--- src/rtl/pipe_pkg.sv ---
// Shared widths and NOP encoding for the inter-stage pipeline registers.
// The default IF/ID payload is {PC+4, instruction}.
package pipe_pkg;

    localparam int unsigned INSN_W = 32;
    localparam int unsigned PC_W   = 32;

    localparam logic [INSN_W-1:0] MIPS_NOP       = 32'h0000_0000;
    localparam logic [PC_W-1:0]   PC_RESET_PLUS4 = 32'h0000_0004;

    localparam int unsigned IF_ID_W = PC_W + INSN_W;

    // Word seen downstream on reset, flush and bubbles for an IF/ID latch.
    function automatic logic [IF_ID_W-1:0] if_id_nop();
        return {PC_RESET_PLUS4, MIPS_NOP};
    endfunction

endpackage

--- src/rtl/pipe_sat_ctr.sv ---
// Saturating up-counter with synchronous clear; holds at all-ones once reached.
module pipe_sat_ctr #(
    parameter int unsigned WIDTH = 32
) (
    input  logic             clk,
    input  logic             clr_i,
    input  logic             inc_i,
    output logic [WIDTH-1:0] cnt_o
);

    logic [WIDTH-1:0] cnt_q;
    logic [WIDTH-1:0] cnt_d;

    // Next count: clear wins, otherwise step unless already saturated.
    always_comb begin
        cnt_d = cnt_q;
        if (clr_i) begin
            cnt_d = '0;
        end else if (inc_i && (cnt_q != '1)) begin
            cnt_d = cnt_q + 1'b1;
        end
    end

    // Count register.
    always_ff @(posedge clk) begin
        cnt_q <= cnt_d;
    end

    assign cnt_o = cnt_q;

endmodule

--- src/rtl/pipe_skid_reg.sv ---
// Inter-stage pipeline register with valid/ready handshake.
// SKID=1: two-entry skid buffer, in_ready comes straight from a flop.
// SKID=0: single register, in_ready = !main_v || out_ready.
// Flush and reset load NOP_DATA; bubbles present NOP_DATA on out_data.
// Optional macro PIPE_SKID_STAT_EN adds stall/flush statistics counters.
module pipe_skid_reg
    import pipe_pkg::*;
#(
    parameter int unsigned        DATA_W   = IF_ID_W,
    parameter logic [DATA_W-1:0]  NOP_DATA = DATA_W'(if_id_nop()),
    parameter bit                 SKID     = 1'b1
) (
    input  logic              clk,
    input  logic              reset,
    input  logic              in_valid,
    output logic              in_ready,
    input  logic [DATA_W-1:0] in_data,
    input  logic              flush,
    output logic              out_valid,
    input  logic              out_ready,
    output logic [DATA_W-1:0] out_data
`ifdef PIPE_SKID_STAT_EN
    ,
    output logic [31:0]       stat_stall,
    output logic [15:0]       stat_flush
`endif
);

    logic              main_v_q, main_v_d;
    logic [DATA_W-1:0] main_d_q, main_d_d;
    logic              skid_v_q, skid_v_d;
    logic [DATA_W-1:0] skid_d_q, skid_d_d;

    logic in_fire;
    logic pop;

    // Upstream handshake: registered for the skid variant, combinational otherwise.
    always_comb begin
        if (SKID) begin
            in_ready = !skid_v_q;
        end else begin
            in_ready = !main_v_q || out_ready;
        end
    end

    assign in_fire = in_valid && in_ready;
    assign pop     = main_v_q && out_ready;

    // Next-state for main/skid entries; flush overrides every transfer.
    always_comb begin
        main_v_d = main_v_q;
        main_d_d = main_d_q;
        skid_v_d = skid_v_q;
        skid_d_d = skid_d_q;
        if (flush) begin
            main_v_d = 1'b0;
            main_d_d = NOP_DATA;
            skid_v_d = 1'b0;
            skid_d_d = NOP_DATA;
        end else if (SKID) begin
            if (pop) begin
                if (skid_v_q) begin
                    // in_ready is low here, so no push can coincide.
                    main_v_d = 1'b1;
                    main_d_d = skid_d_q;
                    skid_v_d = 1'b0;
                end else if (in_fire) begin
                    main_v_d = 1'b1;
                    main_d_d = in_data;
                end else begin
                    main_v_d = 1'b0;
                end
            end else if (in_fire) begin
                if (!main_v_q) begin
                    main_v_d = 1'b1;
                    main_d_d = in_data;
                end else begin
                    skid_v_d = 1'b1;
                    skid_d_d = in_data;
                end
            end
        end else begin
            if (in_fire) begin
                main_v_d = 1'b1;
                main_d_d = in_data;
            end else if (pop) begin
                main_v_d = 1'b0;
            end
        end
    end

    // State registers with synchronous reset to an empty, NOP-filled stage.
    always_ff @(posedge clk) begin
        if (reset) begin
            main_v_q <= 1'b0;
            main_d_q <= NOP_DATA;
            skid_v_q <= 1'b0;
            skid_d_q <= NOP_DATA;
        end else begin
            main_v_q <= main_v_d;
            main_d_q <= main_d_d;
            skid_v_q <= skid_v_d;
            skid_d_q <= skid_d_d;
        end
    end

    assign out_valid = main_v_q;
    assign out_data  = main_v_q ? main_d_q : NOP_DATA;

`ifdef PIPE_SKID_STAT_EN
    pipe_sat_ctr #(
        .WIDTH(32)
    ) u_stat_stall (
        .clk   (clk),
        .clr_i (reset),
        .inc_i (main_v_q && !out_ready),
        .cnt_o (stat_stall)
    );

    pipe_sat_ctr #(
        .WIDTH(16)
    ) u_stat_flush (
        .clk   (clk),
        .clr_i (reset),
        .inc_i (flush),
        .cnt_o (stat_flush)
    );
`endif

endmodule
--- config.mk ---
export PLATFORM = sky130hd
export DESIGN_NAME = pipe_skid_reg
export DESIGN_NICKNAME = d
export VERILOG_FILES = /design/src/rtl/pipe_pkg.sv /design/src/rtl/pipe_sat_ctr.sv /design/src/rtl/pipe_skid_reg.sv
export SDC_FILE = /design/constraint.sdc
export NUM_CORES = 1
export LEC_CHECK = 0
export ABC_AREA = 1
export BUFFER_PORTS_ARGS = -buffer_cell sky130_fd_sc_hd__buf_4
export CELL_PAD_IN_SITES_DETAIL_PLACEMENT = 1
export CELL_PAD_IN_SITES_GLOBAL_PLACEMENT = 2
export CORE_MARGIN = 2
export CORE_UTILIZATION = 30
export CTS_CLUSTER_SIZE = 28
export DETAILED_ROUTE_END_ITERATION = 16
export GPL_TIMING_DRIVEN = 0
export PLACE_DENSITY_LB_ADDON = 0.1
export SLEW_MARGIN = 20
export SYNTH_ARGS = -nofsm -noshare
export SYNTH_HDL_FRONTEND = slang
export SYNTH_SLANG_ARGS = --single-unit
export TNS_END_PERCENT = 50
--- constraint.sdc ---
create_clock -name clk -period 2.6 [get_ports clk]
set_input_delay 0.13 -clock clk [delete_from_list [all_inputs] [get_ports clk]]
set_output_delay 0.13 -clock clk [all_outputs]
set_load 0.02 [all_outputs]
Yosys cells after proc, flatten, opt, wreduce, memory -nomap -nowiden

Cells that the tools add are included.

Register bits after elaboration: 130
Word-level logic and storage cells: 26
Output and inout bits: 66
Input bits: 69

Bitwise logic cells: 1
Muxes and demuxes: 10
Equal/unequal tests: 1
Reduce and logical (&&, ||, !) cells: 10

Operator list:

| operator                                       | number |
|---|---|
| two-way mux 64 bit                             | 6 |
| AND reduction 3 bit                            | 2 |
| two-way mux 1 bit                              | 4 |
| nonzero test 2 bit                             | 2 |
| OR reduction 3 bit                             | 1 |
| logical AND 1 bit                              | 2 |
| != test 2 x 1 -> 1 bit (second input constant) | 1 |
| AND reduction 2 bit                            | 1 |
| OR reduction 2 bit                             | 1 |
| logical NOT 1 bit                              | 1 |
| inverter 1 bit                                 | 1 |

Depth between registers and ports, before layout

Gate-level depths: netlist of the first run.

Depth after elaboration: 5
Mapped depth: 8
Depth with buffers taken out: 7

Worst setup path after synthesis of the first run

No wires, ideal clock.

Kind: flip-flop to output port
Start point: register main_v_q, in the netlist out_valid
End point: output out_data[0]
Data required time: 2.470 ns
Arrival time: 1.296 ns
Cell stages (with the launch flop): 5
Path buffers: 2
Setup slack: 1.174 ns
Cell sequence: dfxtp_1 -> clkbuf_1 -> clkbuf_1 -> nand2_1 -> inv_1

Word-level cells in the longest chain between the ends: 1

Ends and longest elaborated chain:

| element                  | RTL line             | RTL |
|---|---|---|
| start: declaration       | pipe_skid_reg.sv:29  | `logic main_v_q, main_v_d;` |
| start signal: assignment | pipe_skid_reg.sv:100 | `main_v_q <= main_v_d;` |
| two-way mux 64 bit       | pipe_skid_reg.sv:108 | `assign out_data = main_v_q ? main_d_q : NOP_DATA;` |
| end: declaration         | pipe_skid_reg.sv:21  | `output logic [DATA_W-1:0] out_data` |

Every way passes these cells.

Worst setup path after layout of the first run

Start point: register main_v_q, in the netlist out_valid
End point: output out_data[32]

The elaborated chain is that of the path after synthesis.

==> results.txt, run 1 <==
Average wire per standard cell - 12.7 um
Area of the core - 0.0202 mm^2
First-pass GRT wire length - 32,200 um
Gr usage total - 18.7%
FP Rows - 52
TritonCTS clock tree - done
Setup TNS - 0 ns
Slowest cell on crit path - clkbuf_1
GR Overflow Total - 0
First-pass DRT Iterations - 4
Unique masters post-synth - 17
Final Max Tran Viols - 0
Clk sinks - 130
HPWL after DPL - 13,400 um
# nets final - 1,319
Status - completed
Max Cap Viol - 0
Crit Path Category - reg2out
Cell family with most CP delay - buffers and inverters
Largest net degree at the start of global routing - 17
Hold slack - 0.00657 ns
CTS H-tree depth - 4
Max clock buf depth - 2
DR iter-0 viols - 283
Finish-stage setup viols - 0
Clock transition at path regs - 0.06 ns
GP Congestion - 0.763
PortBufs - 134
Post-synthesis register bit count - 130
Vias per cell - 4.19
Post-Syn Nets - 1,108
Die width - 147 um
Crit path max fanout - 10
Full die area - 0.0218 mm^2
Worst hold path class - in2reg
Period minus WS final - 2.20 ns
Number of antenna diodes - 0
Routed WL - 19,400 um
CP endpoint kind - output port
Slew @ Worst Pin - 0.550 ns
Final period utilization - 84.8%
Avg Cell Area, Syn - 5.94 um^2
Worst clock skew - 0.0103 ns
Leading cell type in the layout, fill and taps excluded - nand2_1
Max Fclk - 0.454 GHz
Leakage - 4.60 nW
Fin. Hold Viols - 0
Cells after Synth - 1,039
Synth top area share - 42.1%
Initial antenna violation count - 0
RSZ-0062 raised after global routing - no
Power Density - 607 mW/mm^2
I/O pins - 135
Largest area contributor in the netlist - dfxtp_1
WP buf/inv - 4
Worst Path Arrival - 2.07 ns
Final ANT Viol Nets - 0
CP required - 2.47 ns
DRC viols - 0
Vias in the first global route - 6,483
CP Cell Sequence - clkbuf_2, clkbuf_1, nand2_1, inv_1, buf_4
Largest stage delay, worst path - 0.47 ns
Peak supply drop - 436 uV
Chip height - 147 um
Area grow syn2layout - 41.7%
Worst skew pair latency - 0.43 ns
Layout cell share with drive strength beyond 1 - 16.2%
Area contributors post-synth - dfxtp_1, nand2_1, nor2_1, inv_1, o21ai_0
Seq/Total Area, Yosys - 42.1%
Syn Std Cell Area - 0.00618 mm^2
Synth warn - 0
Num CTS Buffers - 17
Via count - 6,419
CTS root buf - clkbuf_16
Commonest cells after routing, fill and taps aside - nand2_1, nor2_1, buf_4, dfxtp_1, inv_1
Crit start category - flip-flop
Rel. slew slack - 63.3%
Starting density of the core - 30.5%
-- registers in the layout (all words and copies together), names as in the netlist --
name,cells
main_d_q,64
out_valid,1
skid_d_q,64
skid_v_q,1
-- area by class of cell --
cell class	instances	area, um^2
clock buffer	21	470
tap	270	338
timing repair buffer	192	1590
buffer	60	282
fill	2645	11500
inverter	132	495
multi-input combinational	717	2800
sequential	130	2600
clock inverter	10	180
-- worst min-delay path, cell delays in order --
cell and delay (ns):
buf_4 0.09, o21ai_0 0.08, nor2_1 0.08
-- path summary, 6_finish.rpt --
path                                    from            to  slack (ns)  cells past startpoint
worst max-delay path               out_valid  out_data[32]        0.40                      5
worst min-delay path             in_data[18]  skid_d_q[18]       0.007                      3
worst max register to register     out_valid  main_d_q[30]        0.98                      7
worst min register to register  skid_d_q[15]  skid_d_q[15]        0.48                      2
-- metrics by stage --
stage	total power [mW]	setup WS (ns)	util, %	cell area [um^2]	instances
after floorplan	2.40	1.17	-	6180	1039
after global placement	2.61	0.474	37.2	7520	1443
after detailed placement	2.62	0.470	37.2	7520	1443
after CTS	5.37	0.0120	43.2	8750	1532
after global routing	5.55	0.187	43.3	8750	1532
final	5.32	0.396	43.3	8750	1532
-- per-layer routing --
layer  vias to the layer above  global-route usage, %  part of all wire (%)
met5                         -                      0                     0
met4                         0                   6.06                   1.6
met3                        24                   3.40                   3.3
met2                       103                   31.4                    46
met1                      2857                   24.5                    49
li1                       3435                      -                     -
-- report_power, final --
part	internal [mW]	switching (mW)
Clock	1.77	0.910
Sequential	2.05	0.0279
Combinational	0.254	0.308
Total	4.07	1.25
-- synth_stat cells --
library cell,count
a21oi_1,2
buf_1,1
buf_2,29
buf_4,3
buf_6,1
clkbuf_1,26
dfxtp_1,130
inv_1,128
inv_2,4
nand2_1,389
nand2_4,1
nand3_1,3
nand4_1,1
nor2_1,255
nor2_4,1
o21ai_0,64
or2_2,1
-- cells by family after synthesis --
kind of cell           synth area share, %
DFF                                   42.1
and+or+nand+nor                       40.0
buffers and inverters                 12.6
AOI/OAI and AO/OA                     5.35
-- timing repair --
item / CTS / global route
setup buffers: 0 / 0
endpoints found under the setup margin: 0 / 24
endpoints found under the hold margin: 58 / 0
gates resized for setup: 0 / 3
hold buffers: 58 / 0
Note: power is estimated with default switching activity, not from simulation.
==> inputs of run 2 (changes only) <==
CORE_UTILIZATION = 25   (was 30)
clock period = 2.01 ns   (was 2.6 ns; I/O delays follow)
==> results.txt, run 2 (synthesis gave the netlist of run 1 again) <==
First-pass GRT wire length - 33,200 um (was 32,200 um)
GR Overflow Total - 0 (unchanged)
CP required - 1.91 ns (was 2.47 ns)
DRC viols - 0 (unchanged)
CP Cell Sequence - buf_4, buf_2, nand2_1, inv_1, buf_4 (was clkbuf_2, clkbuf_1, nand2_1, inv_1, buf_4)
CP endpoint kind - output port (unchanged)
Vias in the first global route - 6,475 (was 6,483)
Starting density of the core - 25.4% (was 30.5%)
Routed WL - 20,400 um (was 19,400 um)
Crit path max fanout - 10 (unchanged)
R2R Path End - main_d_q[23] (was main_d_q[30])
Worst R2R Setup Slack - 0.39 ns (was 0.98 ns)
Status - completed (unchanged)
Final Max Tran Viols - 0 (unchanged)
Area grow syn2layout - 43.4% (was 41.7%)
Pre-CTS setup slack - -0.198 ns (was 0.470 ns)
Crit start category - flip-flop (unchanged)
Slew @ Worst Pin - 0.556 ns (was 0.550 ns)
GP Congestion - 0.712 (was 0.763)
Leading cell type in the layout, fill and taps excluded - nand2_1 (unchanged)
Final period utilization - 92.6%
Layout cell share with drive strength beyond 1 - 16.6% (was 16.2%)
Reg2reg path depth - 7 (unchanged)
Worst hold path class - in2reg (unchanged)
CTS root buf - clkbuf_16 (unchanged)
WP buf/inv - 4 (unchanged)
HPWL after DPL - 14,200 um (was 13,400 um)
First-pass DRT Iterations - 4 (unchanged)
Regs by FF count - main_d_q x64, skid_d_q x64 (unchanged)
Power Density - 750 mW/mm^2 (was 607 mW/mm^2)
Cell family with most CP delay - buffers and inverters (unchanged)
Crit Path Category - reg2out (unchanged)
Final ANT Viol Nets - 0 (unchanged)
PortBufs - 134 (unchanged)
FP Rows - 57 (was 52)
CTS H-tree depth - 4 (unchanged)
Worst clock skew - 0.0121 ns (was 0.0103 ns)
Commonest cells after routing, fill and taps aside - nand2_1, nor2_1, buf_4, dfxtp_1, inv_1 (unchanged)
Finish-stage setup viols - 0 (unchanged)
Total Power - 6.64 mW (was 5.32 mW)
RSZ-0062 raised after global routing - no (unchanged)
Placed insts - 1,497 (was 1,443)
CP Launch Point - out_valid (unchanged)
Via count - 6,457 (was 6,419)
Initial antenna violation count - 0 (unchanged)
Gr usage total - 16.3% (was 18.7%)
Fin cells - 1,594 (was 1,532)
I/O pins - 135 (unchanged)
CP most frequent cell - buf_4
Clock transition at path regs - 0.05 ns (was 0.06 ns)
DR iter-0 viols - 208 (was 283)
Reg2Reg Launch Point - out_valid (unchanged)
Num CTS Buffers - 17 (unchanged)
Rel. slew slack - 62.9% (was 63.3%)
Peak supply drop - 476 uV (was 436 uV)
Max clock buf depth - 2 (unchanged)
Largest stage delay, worst path - 0.44 ns (was 0.47 ns)
Number of antenna diodes - 0 (unchanged)
Hold slack - 0.0648 ns (was 0.00657 ns)
Period minus WS final - 1.86 ns
Full die area - 0.0260 mm^2 (was 0.0218 mm^2)
Slowest cell on crit path - dfxtp_1 (was clkbuf_1)
Setup bufs post-CTS - 0 (unchanged)
Largest net degree at the start of global routing - 17 (unchanged)
# nets final - 1,326 (was 1,319)
Clk sinks - 130 (unchanged)
Crit. path cell count - 5 (unchanged)
Worst skew pair latency - 0.42 ns (was 0.43 ns)
Area of the core - 0.0243 mm^2 (was 0.0202 mm^2)
Max Fclk - 0.537 GHz
Fin. Hold Viols - 0 (unchanged)
Chip height - 161 um (was 147 um)
Average wire per standard cell - 12.8 um (was 12.7 um)
Die width - 161 um (was 147 um)
TritonCTS clock tree - done (unchanged)
Max Cap Viol - 0 (unchanged)
Worst Path Arrival - 1.76 ns (was 2.07 ns)
Final WS setup - 0.149 ns (was 0.396 ns)
Leakage - 4.64 nW (was 4.60 nW)
Vias per cell - 4.05 (was 4.19)
Critical Path End - out_data[45] (was out_data[32])
## run 2: changes by cell type in the layout (fill, tap and decap cells not counted), sizes merged
cell	delta
bufinv	-2
clkinvlp	-1
dlygate4sd3	+7
buf	+2
clkbuf	-1
clkinv	+3
## run 2: final cells by class
type	instances	area (um^2)
Fill cell	3147	15500
Multi-Input combinational cell	717	2800
Sequential cell	130	2600
Timing Repair Buffer	199	1660
Inverter	132	495
Clock buffer	22	474
Tap cell	324	405
Buffer	60	292
Clock inverter	10	131
## run 2: power by group
group	leakage, nW	switching, mW	internal, mW
sequential	1.06	0.0360	2.65
clock	0.300	1.17	2.04
combinational	3.28	0.405	0.339
## run 2: worst min-delay path by stage
stage	cells after the start	endpoint	from
after floorplan	2	skid_d_q[34]	in_data[34]
after global placement	3	skid_d_q[34]	in_data[34]
after detailed placement	3	skid_d_q[34]	in_data[34]
after CTS	4	skid_v_q	out_ready
after global routing	4	skid_v_q	out_ready
final	4	skid_v_q	out_ready
## run 2: stage by stage
step | util [%] | area [um^2] | setup TNS, ns
floorplan | - | 6180 | 0
global placement | 31.2 | 7590 | -2.76
detailed placement | 31.2 | 7590 | -2.12
CTS | 36.4 | 8850 | 0
global route | 36.4 | 8850 | 0
finish | 36.4 | 8850 | 0
## run 2: layer usage
metal	wire [um]	up-vias	global-route usage [%]	part of all wire, %
li1	-	3457	-	-
met3	738	14	3.34	3.6
met5	0	-	0	0
met4	180	0	4.02	0.88
met1	9990	2889	21.1	49
met2	9470	97	27.7	46
## run 2: worst min-delay path: cells and delay by family
kind                   cells  cell delay, ns
buffers and inverters      1            0.11
and+or+nand+nor            3            0.23
## run 2: timing repair
item	CTS	global route
endpoints found under the setup margin	63	24
hold buffers	65	0
pin swaps	0	0
gates resized for setup	7	4
endpoints found under the hold margin	69	0
